## src/rtl/mem_port_sched_pkg.sv

```systemverilog
// Shared types for the fetch/data RAM port scheduler: FSM states, access sizes, grant encoding.
package mem_port_sched_pkg;

    typedef enum logic [1:0] {
        IDLE   = 2'd0,
        SECOND = 2'd1,
        RESP   = 2'd2
    } state_t;

    typedef enum logic {
        GNT_FETCH = 1'b0,
        GNT_DATA  = 1'b1
    } grant_t;

    localparam logic [2:0] SZ_B = 3'b001;
    localparam logic [2:0] SZ_H = 3'b010;
    localparam logic [2:0] SZ_W = 3'b100;

    // Anything that is not a byte or a half is handled as a full word.
    function automatic logic [2:0] size_bytes(input logic [2:0] size);
        case (size)
            SZ_B:    return 3'd1;
            SZ_H:    return 3'd2;
            default: return 3'd4;
        endcase
    endfunction

endpackage

```

## src/rtl/mem_port_lane.sv

```systemverilog
// Byte-lane datapath: store masks/shifts for both word cycles and load alignment with extension.
module mem_port_lane
    import mem_port_sched_pkg::*;
(
    input  logic [1:0]  a,
    input  logic [2:0]  size,
    input  logic        se,
    input  logic [31:0] wdata,
    input  logic [31:0] word0,
    input  logic [31:0] word1,
    output logic        split,
    output logic [3:0]  mask0,
    output logic [3:0]  mask1,
    output logic [31:0] wdata0,
    output logic [31:0] wdata1,
    output logic [31:0] rdata
);

    logic [2:0]  n;
    logic [7:0]  bmask;
    logic [63:0] wide_w;
    logic [31:0] raw;

    always_comb begin
        n      = size_bytes(size);
        split  = ({1'b0, a} + n) > 3'd4;
        // Byte enables across the two-word window; upper nibble spills into word1.
        bmask  = ((8'd1 << n) - 8'd1) << a;
        mask0  = bmask[3:0];
        mask1  = bmask[7:4];
        wide_w = {32'd0, wdata} << {a, 3'b000};
        wdata0 = wide_w[31:0];
        wdata1 = wide_w[63:32];
        raw    = 32'({word1, word0} >> {a, 3'b000});
        case (size)
            SZ_B:    rdata = {{24{se & raw[7]}}, raw[7:0]};
            SZ_H:    rdata = {{16{se & raw[15]}}, raw[15:0]};
            default: rdata = raw;
        endcase
    end

endmodule

```

## src/rtl/mem_port_sched.sv

```systemverilog
// Shares one single-port sync-read RAM between instruction fetch and data ports.
// MEM_PORT_SCHED_MISALIGN_EN: misaligned data accesses become two word cycles; otherwise they flag d_err.
module mem_port_sched
    import mem_port_sched_pkg::*;
#(
    parameter int ADDR_W = 9
) (
    input  logic              clock,
    input  logic              reset,
    input  logic              i_req,
    input  logic [31:0]       i_addr,
    output logic              i_ready,
    output logic [15:0]       i_data,
    input  logic              d_req,
    input  logic              d_we,
    input  logic [31:0]       d_addr,
    input  logic [31:0]       d_wdata,
    input  logic [2:0]        d_size,
    input  logic              d_se,
    output logic              d_ready,
    output logic [31:0]       d_rdata,
    output logic              d_err,
    output logic              ram_en,
    output logic              ram_we,
    output logic [ADDR_W-1:0] ram_addr,
    output logic [3:0]        ram_wmask,
    output logic [31:0]       ram_wdata,
    input  logic [31:0]       ram_rdata
);

`ifdef MEM_PORT_SCHED_MISALIGN_EN
    localparam bit MISALIGN = 1'b1;
`else
    localparam bit MISALIGN = 1'b0;
`endif

    state_t            state;
    grant_t            grant;
    grant_t            last_grant;
    grant_t            pick;
    logic [31:0]       lo_buf;
    logic [ADDR_W-1:0] i_word;
    logic [ADDR_W-1:0] d_word0;
    logic [ADDR_W-1:0] d_word1;
    logic              split;
    logic [3:0]        mask0;
    logic [3:0]        mask1;
    logic [31:0]       wdata0;
    logic [31:0]       wdata1;
    logic [31:0]       ld_word0;
    logic [31:0]       ld_rdata;
    logic              unused_bits;

    assign i_word      = i_addr[ADDR_W+1:2];
    assign d_word0     = d_addr[ADDR_W+1:2];
    assign d_word1     = d_word0 + ADDR_W'(1);
    assign ld_word0    = (split && MISALIGN) ? lo_buf : ram_rdata;
    assign unused_bits = ^{i_addr[0], i_addr[31:ADDR_W+2], d_addr[31:ADDR_W+2]};

    mem_port_lane u_lane (
        .a      (d_addr[1:0]),
        .size   (d_size),
        .se     (d_se),
        .wdata  (d_wdata),
        .word0  (ld_word0),
        .word1  (ram_rdata),
        .split  (split),
        .mask0  (mask0),
        .mask1  (mask1),
        .wdata0 (wdata0),
        .wdata1 (wdata1),
        .rdata  (ld_rdata)
    );

    // Round-robin only matters when both ports ask in the same IDLE cycle.
    always_comb begin
        if (i_req && d_req)
            pick = (last_grant == GNT_DATA) ? GNT_FETCH : GNT_DATA;
        else if (d_req)
            pick = GNT_DATA;
        else
            pick = GNT_FETCH;
    end

    always_ff @(posedge clock or negedge reset) begin
        if (!reset) begin
            state      <= IDLE;
            grant      <= GNT_FETCH;
            last_grant <= GNT_FETCH;
            lo_buf     <= '0;
        end else begin
            case (state)
                IDLE: begin
                    if (i_req || d_req) begin
                        grant      <= pick;
                        last_grant <= pick;
                        state      <= (pick == GNT_DATA && split && MISALIGN) ? SECOND : RESP;
                    end
                end
                SECOND: begin
                    lo_buf <= ram_rdata;
                    state  <= RESP;
                end
                default: state <= IDLE;
            endcase
        end
    end

    // Request fields are held by the requester until ready, so later cycles reuse them live.
    always_comb begin
        ram_en    = 1'b0;
        ram_we    = 1'b0;
        ram_addr  = '0;
        ram_wmask = 4'd0;
        ram_wdata = 32'd0;
        i_ready   = 1'b0;
        i_data    = 16'd0;
        d_ready   = 1'b0;
        d_rdata   = 32'd0;
        d_err     = 1'b0;
        if (reset) begin
            case (state)
                IDLE: begin
                    if (i_req || d_req) begin
                        if (pick == GNT_FETCH) begin
                            ram_en   = 1'b1;
                            ram_addr = i_word;
                        end else if (!split || MISALIGN) begin
                            ram_en   = 1'b1;
                            ram_addr = d_word0;
                            if (d_we) begin
                                ram_we    = 1'b1;
                                ram_wmask = mask0;
                                ram_wdata = wdata0;
                            end
                        end
                    end
                end
                SECOND: begin
                    ram_en   = 1'b1;
                    ram_addr = d_word1;
                    if (d_we) begin
                        ram_we    = 1'b1;
                        ram_wmask = mask1;
                        ram_wdata = wdata1;
                    end
                end
                RESP: begin
                    if (grant == GNT_FETCH) begin
                        i_ready = 1'b1;
                        i_data  = i_addr[1] ? ram_rdata[31:16] : ram_rdata[15:0];
                    end else begin
                        d_ready = 1'b1;
                        if (split && !MISALIGN)
                            d_err = 1'b1;
                        else if (!d_we)
                            d_rdata = ld_rdata;
                    end
                end
                default: ;
            endcase
        end
    end

endmodule

```

## config.mk

```make
export PLATFORM = sky130hd
export DESIGN_NAME = mem_port_sched
export DESIGN_NICKNAME = d
export VERILOG_FILES = /design/src/rtl/mem_port_sched_pkg.sv /design/src/rtl/mem_port_lane.sv /design/src/rtl/mem_port_sched.sv
export SDC_FILE = /design/constraint.sdc
export NUM_CORES = 1
export LEC_CHECK = 0
export CAP_MARGIN = 20
export CORE_AREA = 2 2 90 92
export CTS_CLUSTER_SIZE = 20
export DETAILED_ROUTE_END_ITERATION = 6
export DIE_AREA = 0 0 92 94
export DONT_BUFFER_PORTS = 1
export HOLD_SLACK_MARGIN = 0.06
export PLACE_DENSITY = 0.43
export SLEW_MARGIN = 20
export SYNTH_ARGS = -nofsm -noshare
export SYNTH_HDL_FRONTEND = slang
export SYNTH_SLANG_ARGS = --single-unit
```

## constraint.sdc

```tcl
create_clock -name clock -period 7.85 [get_ports clock]
set_clock_uncertainty 0.1 [all_clocks]
set_input_delay 2.355 -clock clock [delete_from_list [all_inputs] [get_ports clock]]
set_output_delay 2.355 -clock clock [all_outputs]
set_load 0.1 [all_outputs]
```

; ---- Yosys cells after proc, flatten, opt, wreduce, memory -nomap -nowiden
; Index checks and enable logic that the tools add are counted.
[totals]
reg_bits = 3
in_bits = 137
output_inout_bits = 98
elab_cells = 76
[classes]
addsub = 3
order_cmp = 1
eq_ne = 5
shifts = 4
n_mux = 55
bitwise = 2
reduce_logical = 4
[op_table]
columns = operator, n
row1 = $mux W32, 11
row2 = $pmux W32 S2, 2
row3 = $mux W16, 4
row4 = $shl A32 B5 Y64, 1
row5 = $shr A64 B5 Y32, 1
row6 = $mux W9, 4
row7 = $mux W4, 6
row8 = $mux W1, 21
row9 = $pmux W9 S2, 1
row10 = $add A9 B1 Y9 const B, 1
row11 = $pmux W4 S2, 1
row12 = $shl A1 B3 Y8 const A, 1
row13 = $shl A8 B2 Y8, 1
row14 = $sub A8 B1 Y8 const B, 1
row15 = $pmux W3 S2, 1
row16 = $pmux W1 S2, 2
row17 = $pmux W2 S2, 1
row18 = $add A2 B3 Y3, 1
row19 = $eq A3 B1 Y1 const B, 1
row20 = $eq A3 B2 Y1 const B, 1
row21 = $gt A3 B3 Y1 const B, 1
row22 = $and A1 B1 Y1, 2
row23 = $eq A2 B1 Y1 const B, 1
row24 = $eq A2 B2 Y1 const B, 1
row25 = 6 further kinds, 6

; ---- Depth between registers and ports, before layout
[depth]
word_depth = 11
depth_mapped = 12

; ---- Hierarchy
; Synthesis repeated with hierarchy kept, for this count alone.
[hier_totals]
hier_cells = 447
area_unflattened_um2 = 3131.8
[modules_own_cells]
columns = module, instances, cells_each, area_each_um2, seq_area_each_um2
row1 = mem_port_lane, 1, 293, 2114.5, 0.0
row2 = mem_port_sched, 1, 154, 1017.2, 50.0

; ---- Least setup slack after synthesis
; OpenSTA, ideal clock, no wires.
[synth_timing]
path_kind = input-to-output
from = in d_size[0]
to = out ram_wdata[0]
arrival_time_ns = 7.853
t_required_ns = 5.395
slack_ns = -2.458
stages = 11
path_buffers = 2
path_cell_list = nor3b_1 clkbuf_1 inv_1 ha_1 clkbuf_1 nor2_1 ha_1 fa_1 nor2_1 o2111ai_2 nor4b_1
[synth_via]
elab_chain_len = 9
elab_cells_between_ends = 10
cone_classes = add/sub (1) / order compare (1) / eq/ne (2) / mux (6)
[synth_lines]
columns = item, line_no
row1 = from (decl), mem_port_sched.sv:18  ; input logic [2:0] d_size,
row2 = $eq A3 B2 Y1 or $eq A3 B1 Y1 (tied branches), mem_port_sched_pkg.sv:21  ; case (size)
row3 = $pmux W3 S2 *, mem_port_sched_pkg.sv:21
row4 = $add A2 B3 Y3 *, mem_port_lane.sv:26  ; split = ({1'b0, a} + n) > 3'd4;
row5 = $gt A3 B3 Y1 *, mem_port_lane.sv:26
row6 = $mux W32 *, mem_port_sched.sv:128  ; end else if (!split || MISALIGN) begin
row7 = $mux W32 *, mem_port_sched.sv:125  ; if (pick == GNT_FETCH) begin
row8 = $mux W32 *, mem_port_sched.sv:124  ; if (i_req || d_req) begin
row9 = $pmux W32 S2 *, mem_port_sched.sv:122  ; case (state)
row10 = $mux W32 *, mem_port_sched.sv:121  ; if (reset) begin
row11 = to (decl), mem_port_sched.sv:27  ; output logic [31:0] ram_wdata,
; Mark *: on every way between the ends. The rest lies on a longest branch, timed or not.

; ---- Worst setup path in the final report
[layout_timing]
from = in d_size[1]
to = out ram_wdata[0]
; The elaborated chain is that of the path after synthesis.

==> flow_summary.ini <==
[logic_synthesis]
synth_xor_area_share_pct = 0.3512
synth_top_family_by_area = multiplexers
synth_seq_cells = 2
async_flop_share_pct = 100.0
synth_ff_type = dfrtp_1
ys_seq_area_share_pct = 2.007
synth_compound_area_share_pct = 22.78
synthSimpleGateAreaFrac_pct = 20.32
syn_area_per_cell_sq_um = 7.992
synth_cells = 312
yosys.cell_types.count = 39
synthMuxAreaShare_pct = 42.15
synth_area_sq_mm = 0.002494
synth_edf_count = 0
synth_fa_ha_area_share_pct = 2.308
synth_warnings = 0
synth.net_count = 453

[cells_and_area]
syn2layout_area_growth_pct = 95.38
stdcell_count = 487
fillers = 632
antenna_cells = 0
drive_above_1_share_pct = 66.49
final_nets = 528

[grt]
gr-total-overflow = 0
grt_pass1_wl_microns = 14410
grt_pass1_vias = 2736
antenna_found_initial = 0
grt_start_max_net_pins = 81
grt_use_total_pct = 20.58

[critical_path]
rr_startpoint = state[1]
required_ns = 5.39
endpoint_kind = output port
crit_arrival_ns = 4.94
criticalPathCategory = in -> out
start_kind = primary input
critPathMaxFanout = 37
cp-startpoint = d_size[1]

[sta]
timing.hold.ws_ns = 0.4852
tns_ns = 0
fin_crit_ns = 7.394
tightest_slew_ns = 0.8183
maxSlewViolCount = 0
relSlewSlack_pct = 45.38
final_hold_viol_count = 0
max_freq_ghz = 0.1352
setup_viol = 0
fin_crit_sh_pct = 94.20
grt_setup_unrepaired = false

[drt]
num_vias = 2808
route.met2.wl_microns = 4522
ant_nets = 0
wl_met1_microns = 3737
dr.pass1.iters = 4
drt-total-wl_microns = 9198
viasPerCell = 5.766
route.met3.wl_microns = 834
drc = 0
drt_iter0_drc = 100
top_layer_used = met4
wl_per_cell_microns = 18.89

[cts]
clkSinkCount = 2
holdBufCountCts = 0
clkLatencyLatePin_ns = 0.21
clockBufferDepth = 2
cts_buffers = 3
clk_pin_slew_worst_paths_ns = 0.03
cts_root_buffer = clkbuf_8
cts_htree_levels = 1
post-cts-setup-buffers = 0
cts_tree = built
ctsResizeCount = 0

[pwr]
p_sw_share_pct = 57.22
p_seq_share_pct = 4.8
internal-power_uw = 142.3
powerDensity_mw_per_mm2 = 68.27
combPwrFrac_pct = 82.8
p_clk_share_pct = 12.4
p_switching_uw = 190.3
finalPower_uw = 332.6
worst_ir_drop_vdd_v = 0.00004663
p_leak_nw = 1.783

[floorplanning]
fp.dieW_microns = 92
rows = 32
core_area_sq_mm = 0.007607
initial_core_util_pct = 32.78
die_y_microns = 94
io_pins = 235
die_area_sq_mm = 0.008648

[placed_design]
port_buffers = 0
dp_cells = 484
gp_congestion = 0.7942
hpwl_microns = 6970

[job]
cap_violations = 0

[status]
status = completed

[worst_hold_path]
hp-class = reg -> reg
worstHoldStart = last_grant
==> per-stage QoR <==
| stage | setup WS (ns) | area (sq um) | utilization [%] |
|---|---|---|---|
| floorplan | -0.2727 | 3187 | - |
| global placement | 0.4762 | 4831 | 63.50 |
| detailed placement | 0.4558 | 4831 | 63.50 |
| CTS | 0.4590 | 4872 | 64.05 |
| global route | 0.3342 | 4872 | 64.05 |
| finish | 0.4556 | 4872 | 64.05 |
==> critical path: stages <==
cell and delay, ns:
nor2_1 0.08, nand2_1 0.16, ha_4 0.28, nor2_4 0.09, ha_2 0.19, fa_2 0.44
nor2_4 0.35, o2111ai_4 0.15, buf_12 0.23, nor4b_4 0.34, buf_12 0.21
==> cell type report <==
cell class                      instances  area, sq um  share of cell area (%)
Clock buffer                            3        41.29                  0.8475
Multi-Input combinational cell        252         2900                   59.53
Inverter                               23        88.84                   1.823
Tap cell                              102        127.6                   2.619
Timing Repair Buffer                  105         1664                   34.16
Sequential cell                         2        50.05                   1.027
==> registers in the layout, summed over array words and instances (netlist names) <==
signal,flops
last_grant,1
state,1
==> layout by cell type (no fill, tap or decap), types with 2 or more instances in the layout <==
cell type  Yosys  layout
inv_1         23      22
buf_4          1      35
nor2b_2        0       7
nor2b_1       17      10
mux2i_1       33      33
o21ai_0        9       8
a21oi_2        0      22
buf_12         0      70
or2_2          8       8
o22ai_2        0      15
mux4_2        32      32
clkbuf_8       0       3
a21oi_4        0       5
o211ai_1      10      10
nor2_4         0       2
dfrtp_1        2       2
and2_1         2       2
a211oi_4       0       8
nor4b_4        0       8
nand2b_1       2       2
nor2_1        24       4
nor2_2         0      18
a211oi_1      16       8
nor3_4         0      10
nand2_1       19      19
==> kinds of logic (layout without fill, tap and decap cells) <==
| logic type | count (synthesis) | count (layout) |
|---|---|---|
| simple gates | 95 | 95 |
| compound gates | 87 | 87 |
| mux | 65 | 65 |
| buf+inv | 58 | 131 |
| fa+ha+maj | 4 | 4 |
| flops | 2 | 2 |
| xor+xnor | 1 | 1 |
==> worst paths after layout <==
path                            cells past startpoint  slack (ns)           end
worst min register to register                      1        0.49    last_grant
min in group asynchronous                           0        1.74      state[1]
max in group asynchronous                           0        5.84    last_grant
worst max register to register                      3        6.90    last_grant
worst max-delay path                               11        0.46  ram_wdata[0]
worst min-delay path                                1        0.49    last_grant
==> cell usage after synthesis, types with 2 or more instances <==
library cell | n | share of area (%)
mux2i_1 | 33 | 13
mux4_2 | 32 | 29
a21oi_1 | 28 | 5.6
nor2_1 | 24 | 3.6
inv_1 | 23 | 3.5
nand2_1 | 19 | 2.9
clkbuf_1 | 17 | 2.6
nor2b_1 | 17 | 4.3
a211oi_1 | 16 | 4.8
o22ai_1 | 16 | 4.0
buf_2 | 12 | 2.4
nor3_1 | 10 | 2.0
o211ai_1 | 10 | 3.0
o21ai_0 | 9 | 1.8
or2_2 | 8 | 2.0
nor4b_1 | 7 | 2.5
buf_1 | 3 | 0.45
ha_1 | 3 | 1.5
and2_1 | 2 | 0.50
buf_6 | 2 | 0.90
dfrtp_1 | 2 | 2.0
nand2b_1 | 2 | 0.50
==> per-layer routing <==
metal | vias up | GRT usage, %
met3 | 9 | 5.778
met1 | 1359 | 26.61
met2 | 115 | 34.68
met4 | 0 | 3.980
li1 | 1325 | -
met5 | - | 0
==> power groups by stage <==
| stage | Combinational, mW | Sequential (mW) | Clock [mW] |
|---|---|---|---|
| floorplan | 0.244 | 0.0148 | 0 |
| global placement | 0.275 | 0.0156 | 0 |
| detailed placement | 0.277 | 0.0157 | 0 |
| CTS | 0.277 | 0.0157 | 0.0429 |
| global route | 0.289 | 0.0162 | 0.0449 |
| finish | 0.276 | 0.0159 | 0.0412 |
(Power assumes the default switching activity.)
